===== src/rtl/arm32_pkg.sv =====
// Shared types and defaults for the arm32 front end.
// Fetch FSM states and the fetch packet passed from fetch to decode.
package arm32_pkg;

  localparam int          ARCH_DEF     = 32;
  localparam int unsigned RESET_PC_DEF = 0;

  typedef enum logic [1:0] {
    IDLE  = 2'd0,
    RUN   = 2'd1,
    FAULT = 2'd2
  } fetch_state_e;

  typedef struct packed {
    logic [ARCH_DEF-1:0] pc;
    logic [ARCH_DEF-1:0] ins;
  } fetch_pkt_t;

  localparam int PKT_W = $bits(fetch_pkt_t);

endpackage


===== src/rtl/sync_fifo.sv =====
// Small synchronous FIFO with flush; head word is shown on pop_data.
// Power-of-two depth, pointers wrap naturally.
module sync_fifo
  import arm32_pkg::*;
#(
  parameter int WIDTH = PKT_W,
  parameter int DEPTH = 4
) (
  input  logic                     clk,
  input  logic                     reset,
  input  logic                     flush,
  input  logic                     push,
  input  logic [WIDTH-1:0]         push_data,
  input  logic                     pop,
  output logic [WIDTH-1:0]         pop_data,
  output logic                     full,
  output logic                     empty,
  output logic [$clog2(DEPTH):0]   count
);

  localparam int AW = $clog2(DEPTH);
  localparam int CW = AW + 1;

  logic [AW-1:0]    wr_ptr_q, wr_ptr_d;
  logic [AW-1:0]    rd_ptr_q, rd_ptr_d;
  logic [CW-1:0]    count_q, count_d;
  logic [WIDTH-1:0] mem_q [DEPTH];
  logic             do_push;
  logic             do_pop;

  assign empty = (count_q == '0);
  assign full  = (count_q == CW'(DEPTH));
  assign count = count_q;

  assign pop_data = empty ? '0 : mem_q[rd_ptr_q];

  always_comb begin
    do_push  = push && !full && !flush;
    do_pop   = pop && !empty && !flush;
    wr_ptr_d = wr_ptr_q;
    rd_ptr_d = rd_ptr_q;
    count_d  = count_q;
    if (flush) begin
      wr_ptr_d = '0;
      rd_ptr_d = '0;
      count_d  = '0;
    end else begin
      if (do_push) wr_ptr_d = wr_ptr_q + AW'(1);
      if (do_pop)  rd_ptr_d = rd_ptr_q + AW'(1);
      count_d = count_q + CW'(do_push) - CW'(do_pop);
    end
  end

  always_ff @(posedge clk) begin
    if (reset) begin
      wr_ptr_q <= '0;
      rd_ptr_q <= '0;
      count_q  <= '0;
    end else begin
      wr_ptr_q <= wr_ptr_d;
      rd_ptr_q <= rd_ptr_d;
      count_q  <= count_d;
    end
  end

  always_ff @(posedge clk) begin
    if (!reset && do_push) mem_q[wr_ptr_q] <= push_data;
  end

endmodule


===== src/rtl/arm32_fetch.sv =====
// Instruction fetch stage: address generation, prefetch buffer,
// redirect handling and out-of-range fault, feeding arm32_decoder.
module arm32_fetch
  import arm32_pkg::*;
#(
  parameter int          ARCH       = ARCH_DEF,
  parameter int          RAM_SIZE   = 1024,
  parameter int          ADDR_W     = 10,
  parameter int          FIFO_DEPTH = 4,
  parameter int unsigned RESET_PC   = RESET_PC_DEF
) (
  input  logic              clk,
  input  logic              reset,
  output logic              mem_req,
  output logic [ADDR_W-1:0] mem_addr,
  input  logic [ARCH-1:0]   mem_rdata,
  input  logic              br_valid,
  input  logic [ARCH-1:0]   br_target,
  output logic              ins_valid,
  input  logic              ins_ready,
  output logic [ARCH-1:0]   ins,
  output logic [ARCH-1:0]   ins_pc,
  output logic              fetch_fault
);

  localparam int CW = $clog2(FIFO_DEPTH) + 1;
  localparam logic [ARCH-1:0] PC_LIMIT = ARCH'(RAM_SIZE);

  fetch_state_e    state_q, state_d;
  logic [ARCH-1:0] fetch_pc_q, fetch_pc_d;
  logic [ARCH-1:0] issue_pc_q, issue_pc_d;
  logic            inflight_q, inflight_d;
  logic            squash_q, squash_d;

  logic [CW-1:0]   fifo_count;
  logic            fifo_full;
  logic            fifo_empty;
  logic            fifo_push;
  logic            fifo_pop;
  logic [2*ARCH-1:0] fifo_wdata;
  logic [2*ARCH-1:0] fifo_rdata;

  logic [CW:0]     occ;
  logic            room;
  logic            pc_ok;
  logic            want;
  logic            issue;

  // In-flight requests reserve a slot so a response always has room.
  always_comb begin
    occ   = {1'b0, fifo_count} + {{CW{1'b0}}, inflight_q};
    room  = (occ < (CW+1)'(FIFO_DEPTH)) && !fifo_full;
    pc_ok = (fetch_pc_q < PC_LIMIT);
    want  = (state_q == RUN) && room && !br_valid;
    issue = want && pc_ok;
  end

  always_comb begin
    state_d    = state_q;
    fetch_pc_d = fetch_pc_q;
    issue_pc_d = issue_pc_q;
    inflight_d = issue;
    squash_d   = br_valid;
    unique case (state_q)
      IDLE:    state_d = RUN;
      RUN:     if (want && !pc_ok) state_d = FAULT;
      FAULT:   if (br_valid && (br_target < PC_LIMIT)) state_d = RUN;
      default: state_d = IDLE;
    endcase
    if (br_valid) begin
      fetch_pc_d = br_target;
    end else if (issue) begin
      fetch_pc_d = fetch_pc_q + ARCH'(1);
      issue_pc_d = fetch_pc_q;
    end
  end

  always_ff @(posedge clk) begin
    if (reset) begin
      state_q    <= IDLE;
      fetch_pc_q <= ARCH'(RESET_PC);
      issue_pc_q <= '0;
      inflight_q <= 1'b0;
      squash_q   <= 1'b0;
    end else begin
      state_q    <= state_d;
      fetch_pc_q <= fetch_pc_d;
      issue_pc_q <= issue_pc_d;
      inflight_q <= inflight_d;
      squash_q   <= squash_d;
    end
  end

  assign mem_req  = issue;
  assign mem_addr = issue ? fetch_pc_q[ADDR_W-1:0] : '0;

  // Responses racing a redirect are dropped, never buffered.
  assign fifo_push  = inflight_q && !squash_q && !br_valid;
  assign fifo_wdata = {issue_pc_q, mem_rdata};
  assign ins_valid  = !fifo_empty && !br_valid;
  assign fifo_pop   = ins_valid && ins_ready;

  assign ins_pc = fifo_rdata[2*ARCH-1:ARCH];
  assign ins    = fifo_rdata[ARCH-1:0];

  assign fetch_fault = (state_q == FAULT);

  sync_fifo #(
    .WIDTH (2*ARCH),
    .DEPTH (FIFO_DEPTH)
  ) u_fifo (
    .clk       (clk),
    .reset     (reset),
    .flush     (br_valid),
    .push      (fifo_push),
    .push_data (fifo_wdata),
    .pop       (fifo_pop),
    .pop_data  (fifo_rdata),
    .full      (fifo_full),
    .empty     (fifo_empty),
    .count     (fifo_count)
  );

endmodule


===== config.mk =====
export PLATFORM = sky130hd
export DESIGN_NAME = arm32_fetch
export DESIGN_NICKNAME = d
export VERILOG_FILES = /design/src/rtl/arm32_pkg.sv /design/src/rtl/sync_fifo.sv /design/src/rtl/arm32_fetch.sv
export SDC_FILE = /design/constraint.sdc
export NUM_CORES = 1
export LEC_CHECK = 0
export ABC_AREA = 1
export CAP_MARGIN = 20
export CORE_ASPECT_RATIO = 1.1
export CORE_MARGIN = 5
export CORE_UTILIZATION = 60
export DETAILED_ROUTE_END_ITERATION = 10
export PLACE_DENSITY_LB_ADDON = 0.25
export SLEW_MARGIN = 20
export SYNTH_ARGS = -nofsm -noshare
export SYNTH_HDL_FRONTEND = slang
export SYNTH_SLANG_ARGS = --single-unit
export TNS_END_PERCENT = 10

===== constraint.sdc =====
create_clock -name clk -period 7.2 [get_ports clk]
set_input_delay 1.44 -clock clk [delete_from_list [all_inputs] [get_ports clk]]
set_output_delay 1.44 -clock clk [all_outputs]
set_load 0.01 [all_outputs]

======== Word-level counts from Yosys, hierarchy flattened ========
Memory sizes are Yosys's and may differ from the RTL's. A register that Yosys moved wholly into a read port is not among the register bits.
Index checks and enable logic that the tools add are counted.
operators by class
  add/subtract/negate cells ............... 6
  order comparisons ....................... 3
  equal/unequal tests ..................... 5
  multiplexer cells ....................... 11
  bitwise logic cells ..................... 1
  reductions and logical operators ........ 27
operators by type and width
  operator                                                       count
  less-than comparator 32 x 11 -> 1 bit (second input constant)  2
  two-way mux 32 bit                                             2
  two-way mux 64 bit                                             1
  adder 32 x 1 -> 32 bit (second input constant)                 1
  logical AND 1 bit                                              15
  two-way mux 10 bit                                             1
  two-way mux 2 bit                                              4
  zero test 1 bit                                                6
  one-hot mux 2 bit (3 select lines)                             1
  adder 2 x 1 -> 2 bit (second input constant)                   2
  adder 3 x 1 -> 4 bit                                           1
  less-than comparator 4 x 3 -> 1 bit (second input constant)    1
  inequality test 2 x 1 -> 1 bit (second input constant)         2
  AND reduction 2 bit                                            2
  adder 3 x 1 -> 3 bit                                           1
  == test 3 bit (second input constant)                          1
  zero test 3 bit                                                1
  subtractor 3 x 1 -> 3 bit                                      1
  == test 2 x 1 -> 1 bit (second input constant)                 1
  == test 2 bit (second input constant)                          1
  zero test 2 bit                                                1
  two-way mux 1 bit                                              2
  nonzero test 2 bit                                             1
  OR reduction 2 bit                                             1
  inverter 1 bit                                                 1
word-level totals
  register bits after elaboration ......... 75
  memory bits (writable) .................. 256
  output and inout bits ................... 77
  logic and storage cells ................. 62
  memories kept ........................... 1
memories
  memory        depth  bits a word  rd ports  clocked after memory_dff  wr ports  line             RTL
  u_fifo.mem_q  4      64           1         1                         1         sync_fifo.sv:27  logic [WIDTH-1:0] mem_q [DEPTH];

======== Logic depth before layout (Yosys ltp) ========
Gate-level depths: netlist of the first run.
  depth after elaboration ................. 8
  mapped depth ............................ 11

======== Cells and area by module ========
From an unflattened synthesis of the first run, not the netlist that was laid out.
unflattened totals
  cell total of the unflattened synthesis .. 1205
  area total of the unflattened synthesis .. 13161.4 um^2
by module, submodules not included
  module       instances  cells each  area an instance (um^2)  seq. area each (um^2)
  sync_fifo    1          827         10428.8                  7867.5
  arm32_fetch  1          378         2732.6                   1361.3

======== Least setup slack after synthesis of the first run ========
No wires, ideal clock.
  path type ............................... in2reg
  start ................................... input br_valid
  end ..................................... memory u_fifo.mem_q[0][0] in the netlist's numbering (enable)
  library setup time ...................... 0.486 ns
  data arrival time ....................... 4.818 ns
  path slack .............................. 1.896 ns
  cell stages on the path ................. 5
  path buffers ............................ 1
  cells stage by stage .................... buf_2 -> a21oi_2 -> nand2_1 -> or2_2 -> nor2_1
on the way
  longest elaborated chain between the ends .. 7
RTL lines
  what                                       line                                RTL
  from (decl)                                arm32_fetch.sv:17                   input logic br_valid,
  zero test 1 bit *                          sync_fifo.sv:38, arm32_fetch.sv:98
  logical AND 1 bit                          arm32_fetch.sv:98                   assign fifo_push = inflight_q && !squash_q && !br_valid;
  logical AND 1 bit                          sync_fifo.sv:38                     do_push = push && !full && !flush;
  logical AND 1 bit *                        sync_fifo.sv:38
  logical AND 1 bit *                        sync_fifo.sv:67                     if (!reset && do_push) mem_q[wr_ptr_q] <= push_data;
  two-way mux 1 bit *                        sync_fifo.sv:67
  two-way mux 1 bit (not written as such) *  sync_fifo.sv:67
  to (decl)                                  sync_fifo.sv:27
Mark *: on every way between the ends. The rest lies on a longest branch, timed or not.

======== Worst setup path after layout of the first run ========
  start ................................... input br_valid
  end ..................................... output mem_addr[4]
on the way
  longest elaborated chain between the ends .. 4
RTL lines
  what                line               RTL
  zero test 1 bit     arm32_fetch.sv:54  want = (state_q == RUN) && room && !br_valid;
  logical AND 1 bit   arm32_fetch.sv:54
  logical AND 1 bit   arm32_fetch.sv:55  issue = want && pc_ok;
  two-way mux 10 bit  arm32_fetch.sv:95  assign mem_addr = issue ? fetch_pc_q[ADDR_W-1:0] : '0;
  to (decl)           arm32_fetch.sv:15  output logic [ADDR_W-1:0] mem_addr,
Every way passes these cells.

==> flow_summary_export.csv, run 1 <==
group,metric,value,unit
clocking,clock_sinks,333,
clocking,root_buffer,"clkbuf_16",
routing,wl_per_cell,16.7,um
timing,finalClockSkew,0.0151,ns
logic_synthesis,synth.distinct_cells,35,
global_route,grt_pass1_vias,8888,
routing,vias,8942,
layout,diodes,0,
power_and_ir_drop,p_leak,0.00556,uW
routing,dr.pass1.iters,6,
clocking,post_cts.repair.setup_buffers,0,
worst_setup_path,critPathLaunchType,"input port",
layout,seqCellArea,9230,um^2
power_and_ir_drop,powerDensity,240,nW/um^2
floorplanning,dieArea,25100,um^2
routing,ant_nets,0,
clocking,clkLatencyLatePin,0.50,ns
clocking,htreeDepth,2,
placement,hpwl,15400,um
worst_setup_path,crit_type,"in2out",
logic_synthesis,seq_area_frac_synth,69.9,%
timing,finalHoldViolations,0,
logic_synthesis,synth.top_cells.by_count,"318 x nor2_1, 256 x edfxtp_1, 139 x o21ai_0, 106 x nand2_1, 96 x a21oi_1",
layout,layout-drive-gt1-share,7.83,%
logic_synthesis,synthTopCellsByArea,"edfxtp_1 58%, dfxtp_1 12%, nor2_1 9.0%",
run,maxCapViolCount,0,
floorplanning,core,21900,um^2
logic_synthesis,synth_area_leader_cell,"edfxtp_1",
layout,final_nets,1407,
layout,syn_to_final_growth,20.5,%
timing,fin_crit_sh,74.8,%
global_route,grt_overflow,0,
clocking,tritoncts,"built",
global_route,grt_pass1_wl,43900,um
layout,fillers,1542,
worst_setup_path,worstPathRequired,5.76,ns
global_route,track_usage,22.1,%
worst_setup_path,critPathMaxFanout,68,
routing,drtIter0Drc,657,
logic_synthesis,ys_async_sr_fraction,0,%
logic_synthesis,synth_ff_type,"edfxtp_1",
global_route,grt_max_degree,107,
logic_synthesis,synthMostInstantiatedCell,"nor2_1",
logic_synthesis,synth_warnings,0,
power_and_ir_drop,p_sw_share,19.1,%
run_status,outcome,"completed",
timing,slew_headroom,39.4,%
timing,tightest_slew,0.908,ns
timing,setup_viol,0,
floorplanning,die_w,151,um
routing,vias_per_cell,5.42,
logic_synthesis,netlist_area,13200,um^2
floorplanning,rows,57,
logic_synthesis,ys_ff_latch,333,
routing,drc,0,
clocking,cts_buffers,34,
timing,post-route-min-period,5.39,ns
logic_synthesis,yosysTopAreaCellShare,58.3,%
clocking,clk_path_buf_depth,3,
timing,tns,0,ns
min_path,hp-class,"reg2reg",
logic_synthesis,synth.net_count,1284,
floorplanning,ioPinCount,145,
floorplanning,initial_core_util,60.3,%
layout,multi_input_area,3530,um^2
power_and_ir_drop,finalPower,3820,uW
routing,wl,27600,um
clocking,ctsHoldBuffers,0,
power_and_ir_drop,irDropWorstVdd,0.154,mV
clocking,clk_pin_slew,0.05,ns
worst_setup_path,critPathArrivalTime,3.95,ns
power_and_ir_drop,comb_power_share,2.8,%
placement,place.port_buffers,144,
power_and_ir_drop,p_switching,731,uW
timing,rsz0062_at_grt,"no",
power_and_ir_drop,internal-power,3090,uW
timing,slew_violations,0,
power_and_ir_drop,seqPwrFrac,54.2,%
logic_synthesis,synth_edf_count,256,
timing,timing.fmax,186,MHz
worst_setup_path,worst_setup_path_end_kind,"output pin",
logic_synthesis,syn_avg_cell_area,10.9,um^2
layout,postLayoutCoreUtil,72.6,%
logic_synthesis,syn_inst,1207,
floorplanning,die-height,166,um
power_and_ir_drop,clockPowerShare,43.0,%
placement,gp_congestion,0.815,
global_route,antenna_found_initial,0,
clocking,postCtsResizedCells,0,
## sequential cells by signal, indices dropped and copies added (netlist names), named ones only
signal and count:
issue_pc_q 32, u_fifo.count 3, squash_q 1, inflight_q 1, u_fifo.wr_ptr_q 2, u_fifo.mem_q 256
fetch_pc_q 32, u_fifo.rd_ptr_q 2, state_q 2
## layout make-up
type / instances / share of cell area, %
tap: 295 / 2.32
clock buffer: 49 / 6.09
inverter: 46 / 1.11
sequential: 333 / 58.1
clock inverter: 11 / 0.582
timing repair buffer: 156 / 9.63
multi-input combinational: 759 / 22.2
## cells by family after synthesis
kind of cell,Yosys count,synth area share [%]
buffers and inverters,115,3.58
adders and majority gates,9,0.910
and+or+nand+nor,498,15.6
xor gates and xnor gates,4,0.266
DFF,333,69.9
AOI/OAI and AO/OA,248,9.74
## path summary, 6_finish.rpt
check                                        start             endpoint  slack (ns)  cells after the start
worst max-delay path                      br_valid          mem_addr[4]        1.81                     10
worst min-delay path            u_fifo.rd_ptr_q[1]            flip-flop        0.47                      2
worst max register to register     u_fifo.count[1]  u_fifo.mem_q[0][35]        4.22                      6
worst min register to register  u_fifo.rd_ptr_q[1]            flip-flop        0.47                      2
## cells in the final DEF, fill, tap and decap left out, types with 3 or more instances in the layout
master           synthesis  layout
clkbuf_1                38      10
dfxtp_1                 77      75
clkdlybuf4s50_1          0     143
nand2_2                  9       9
nor2_1                 318     314
nor2_4                   7      11
buf_4                    1      11
clkinv_2                 0       3
o21ai_0                139     139
nand3_1                 44      44
a21oi_1                 96      96
clkbuf_8                 0       4
or2_2                    3       3
ha_1                     8       8
nand2_1                106     106
inv_2                    7       6
clkbuf_16                0      35
clkinv_1                 1       4
a21oi_2                 10      10
inv_1                   37      37
edfxtp_1               256     256
## worst max-delay path, stage by stage
cell and delay (ns):
clkdlybuf4s50_1 0.39, buf_4 0.24, a21oi_2 0.16, nand2_1 0.10, nor2_4 0.14, nand2_4 0.49
inv_4 0.23, nand2_1 0.09, inv_1 0.08, clkdlybuf4s50_1 0.55
## stage by stage
step | hold WS (ns) | instance area [um^2] | setup slack, ns | std cells
5_1_grt | 0.488 | 15900 | 1.66 | 1649
2_1_floorplan | 0.429 | 13200 | 1.90 | 1207
4_1_cts | 0.471 | 15900 | 1.82 | 1649
3_3_place_gp | 0.446 | 14800 | 1.89 | 1589
3_5_place_dp | 0.463 | 14800 | 1.82 | 1589
6_report | 0.467 | 15900 | 1.81 | 1649
## power groups by stage
| stage | Clock, uW | Combinational [uW] | Sequential (uW) |
|---|---|---|---|
| global placement | 0 | 103 | 2110 |
| CTS | 1670 | 105 | 2070 |
| detailed placement | 0 | 105 | 2110 |
| finish | 1640 | 105 | 2070 |
| global route | 1770 | 116 | 2070 |
| floorplan | 0 | 47.7 | 2110 |
## routing by layer
layer,part of all wire [%],global-route usage (%),wire length [um]
met4,1.5,6.14,413
met1,41,28.8,11400
met3,7.2,4.07,1980
met5,0,0,0
met2,50,38.4,13800
(Power assumes the default switching activity.)
==> run 2: changes to the inputs <==
--- a/config.mk
+++ b/config.mk
@@ -9,7 +9,7 @@
 export CAP_MARGIN = 20
 export CORE_ASPECT_RATIO = 1.1
 export CORE_MARGIN = 5
-export CORE_UTILIZATION = 60
+export CORE_UTILIZATION = 51
 export DETAILED_ROUTE_END_ITERATION = 10
 export PLACE_DENSITY_LB_ADDON = 0.25
 export SLEW_MARGIN = 20
==> constraint.sdc (replaced) <==
create_clock -name clk -period 4.4 [get_ports clk]
set_input_delay 0.88 -clock clk [delete_from_list [all_inputs] [get_ports clk]]
set_output_delay 0.88 -clock clk [all_outputs]
set_load 0.01 [all_outputs]
==> run 2 against run 1 <==
Net effect:
- setup slack worse by 1.2 ns
- core utilization down 9.4 points
- total power up 66%
- global-route usage down 2.9 points
- flip-flop and latch count unchanged
- sequential share of layout area down 0.61 points
- clock skew down 0.0011 ns
- die area up 16%
- cell area up 1.1%
- critical path type is now reg2out
- highest routed layer unchanged
==> flow_summary_export.csv, run 2 (synthesis gave the netlist of run 1 again) <==
group,metric,value,unit
clocking,clock_sinks,333,
layout,postLayoutCellArea,16100,um^2
clocking,tritoncts,"built",
worst_setup_path,worst_setup_path_end_kind,"output pin",
timing,finalHoldViolations,0,
placement,pre_cts_ws,0.687,ns
layout,regMostFlops,"u_fifo.mem_q",
layout,largest_register_ffs,256,
timing,slew_violations,0,
placement,hpwl,15700,um
placement,place.port_buffers,144,
min_path,hp-class,"reg2reg",
layout,final_nets,1412,
timing,finalClockSkew,0.0140,ns
timing,rsz0062_at_grt,"no",
routing,vias,8868,
timing,tightest_slew,0.877,ns
timing,fin_crit_sh,84.9,%
global_route,grt_pass1_vias,8784,
clocking,clkLatencyLatePin,0.50,ns
placement,place_area,15000,um^2
layout,syn_to_final_growth,21.8,%
floorplanning,rows,61,
layout,multi_input_area,3530,um^2
worst_setup_path,worstPathRequired,3.52,ns
clocking,postCtsResizedCells,0,
clocking,htreeDepth,2,
routing,dr.pass1.iters,4,
global_route,grt_max_degree,89,
routing,drc,0,
timing,post-route-min-period,3.74,ns
clocking,ctsHoldBuffers,0,
layout,layout-drive-gt1-share,8.24,%
clocking,cts_buffers,34,
routing,wl_per_cell,16.3,um
global_route,track_usage,19.2,%
floorplanning,core,25400,um^2
layout,seqCellArea,9230,um^2
timing,setup_ws,0.663,ns
floorplanning,die_w,163,um
routing,wl,27800,um
timing,slew_headroom,41.6,%
routing,vias_per_cell,5.20,
layout,diodes,0,
layout,fillers,1995,
global_route,grt_overflow,0,
power_and_ir_drop,powerDensity,396,nW/um^2
placement,gp_congestion,0.800,
worst_setup_path,critPathLaunchType,"flip-flop",
layout,layout_common_cells,"314 x nor2_1, 256 x edfxtp_1, 143 x clkdlybuf4s50_1, 139 x o21ai_0, 106 x nand2_1",
worst_setup_path,crit_slowest_cell,"dfxtp_4",
global_route,antenna_found_initial,0,
routing,drtIter0Drc,536,
clocking,root_buffer,"clkbuf_16",
worst_setup_path,crit_chain,"clkinv_2 > buf_12 > o21ai_0 > a21oi_1 > clkdlybuf4s50_1",
worst_setup_path,cp_top_family,"buffers and inverters",
worst_setup_path,critPathMaxFanout,88,
worst_setup_path,critPathArrivalTime,2.86,ns
floorplanning,die-height,179,um
power_and_ir_drop,irDropWorstVdd,0.295,mV
floorplanning,ioPinCount,145,
floorplanning,initial_core_util,51.9,%
timing,setup_viol,0,
routing,ant_nets,0,
timing,timing.fmax,268,MHz
floorplanning,dieArea,29200,um^2
clocking,post_cts.repair.setup_buffers,0,
power_and_ir_drop,p_leak,0.00562,uW
worst_setup_path,slowest_delay,0.55,ns
layout,reg.largest.list,"u_fifo.mem_q x256, fetch_pc_q x32, issue_pc_q x32",
clocking,clk_path_buf_depth,3,
worst_setup_path,cp.buffers_inverters,3,
run_status,outcome,"completed",
global_route,grt_pass1_wl,44500,um
clocking,clk_pin_slew,0.06,ns
layout,mostFrequentLayoutCell,"nor2_1",
worst_setup_path,crit_type,"reg2out",
run,maxCapViolCount,0,
## run 2: path summary, 6_finish.rpt
| check | from | to | slack (ns) | depth (start not counted) |
|---|---|---|---|---|
| worst max register to register | u_fifo.count[1] | u_fifo.mem_q[1][17] | 2.05 | 6 |
| worst min-delay path | u_fifo.rd_ptr_q[1] | flip-flop | 0.46 | 2 |
| worst min register to register | u_fifo.rd_ptr_q[1] | flip-flop | 0.46 | 2 |
| worst max-delay path | flip-flop | ins_pc[30] | 0.66 | 5 |
## run 2: cell type report
cell class / count / share of cell area (%)
Multi-Input combinational cell: 759 / 22.0
Clock buffer: 44 / 5.72
Inverter: 46 / 1.10
Tap cell: 346 / 2.69
Sequential cell: 333 / 57.5
Timing Repair Buffer: 161 / 9.97
Clock inverter: 16 / 1.08
## run 2: per-layer routing
| metal | routed length [um] | track usage [%] | vias to the layer above |
|---|---|---|---|
| li1 | - | - | 4381 |
| met1 | 11600 | 24.7 | 4221 |
| met2 | 14100 | 33.6 | 229 |
| met3 | 1600 | 3.66 | 37 |
| met4 | 523 | 5.28 | 0 |
| met5 | 0 | 0 | - |
## run 2: metrics by stage
stage | hold slack (ns) | instances | util, % | power [uW] | setup TNS, ns
6_report | 0.456 | 1705 | 63.2 | 6360 | 0
2_1_floorplan | 0.429 | 1207 | - | 3530 | -88.00
3_3_place_gp | 0.445 | 1645 | 58.9 | 3630 | 0
5_1_grt | 0.485 | 1705 | 63.2 | 6570 | 0
4_1_cts | 0.460 | 1705 | 63.2 | 6410 | 0
3_5_place_dp | 0.449 | 1645 | 58.9 | 3630 | 0
## run 2: power by group
part	leakage, uW	switching (uW)	internal (uW)
registers	0.00283	12.8	3380
clock network	0.000532	1130	1660
logic	0.00225	89.0	84.3
total	0.00562	1230	5130
## run 2: worst reg2reg max path: stages, from the launching register on
cell and delay, ns:
dfxtp_1 0.47, nor2_1 0.09, a21oi_2 0.15, nand2_1 0.14, or2_2 0.41, nor2_4 0.11
buf_4 0.58
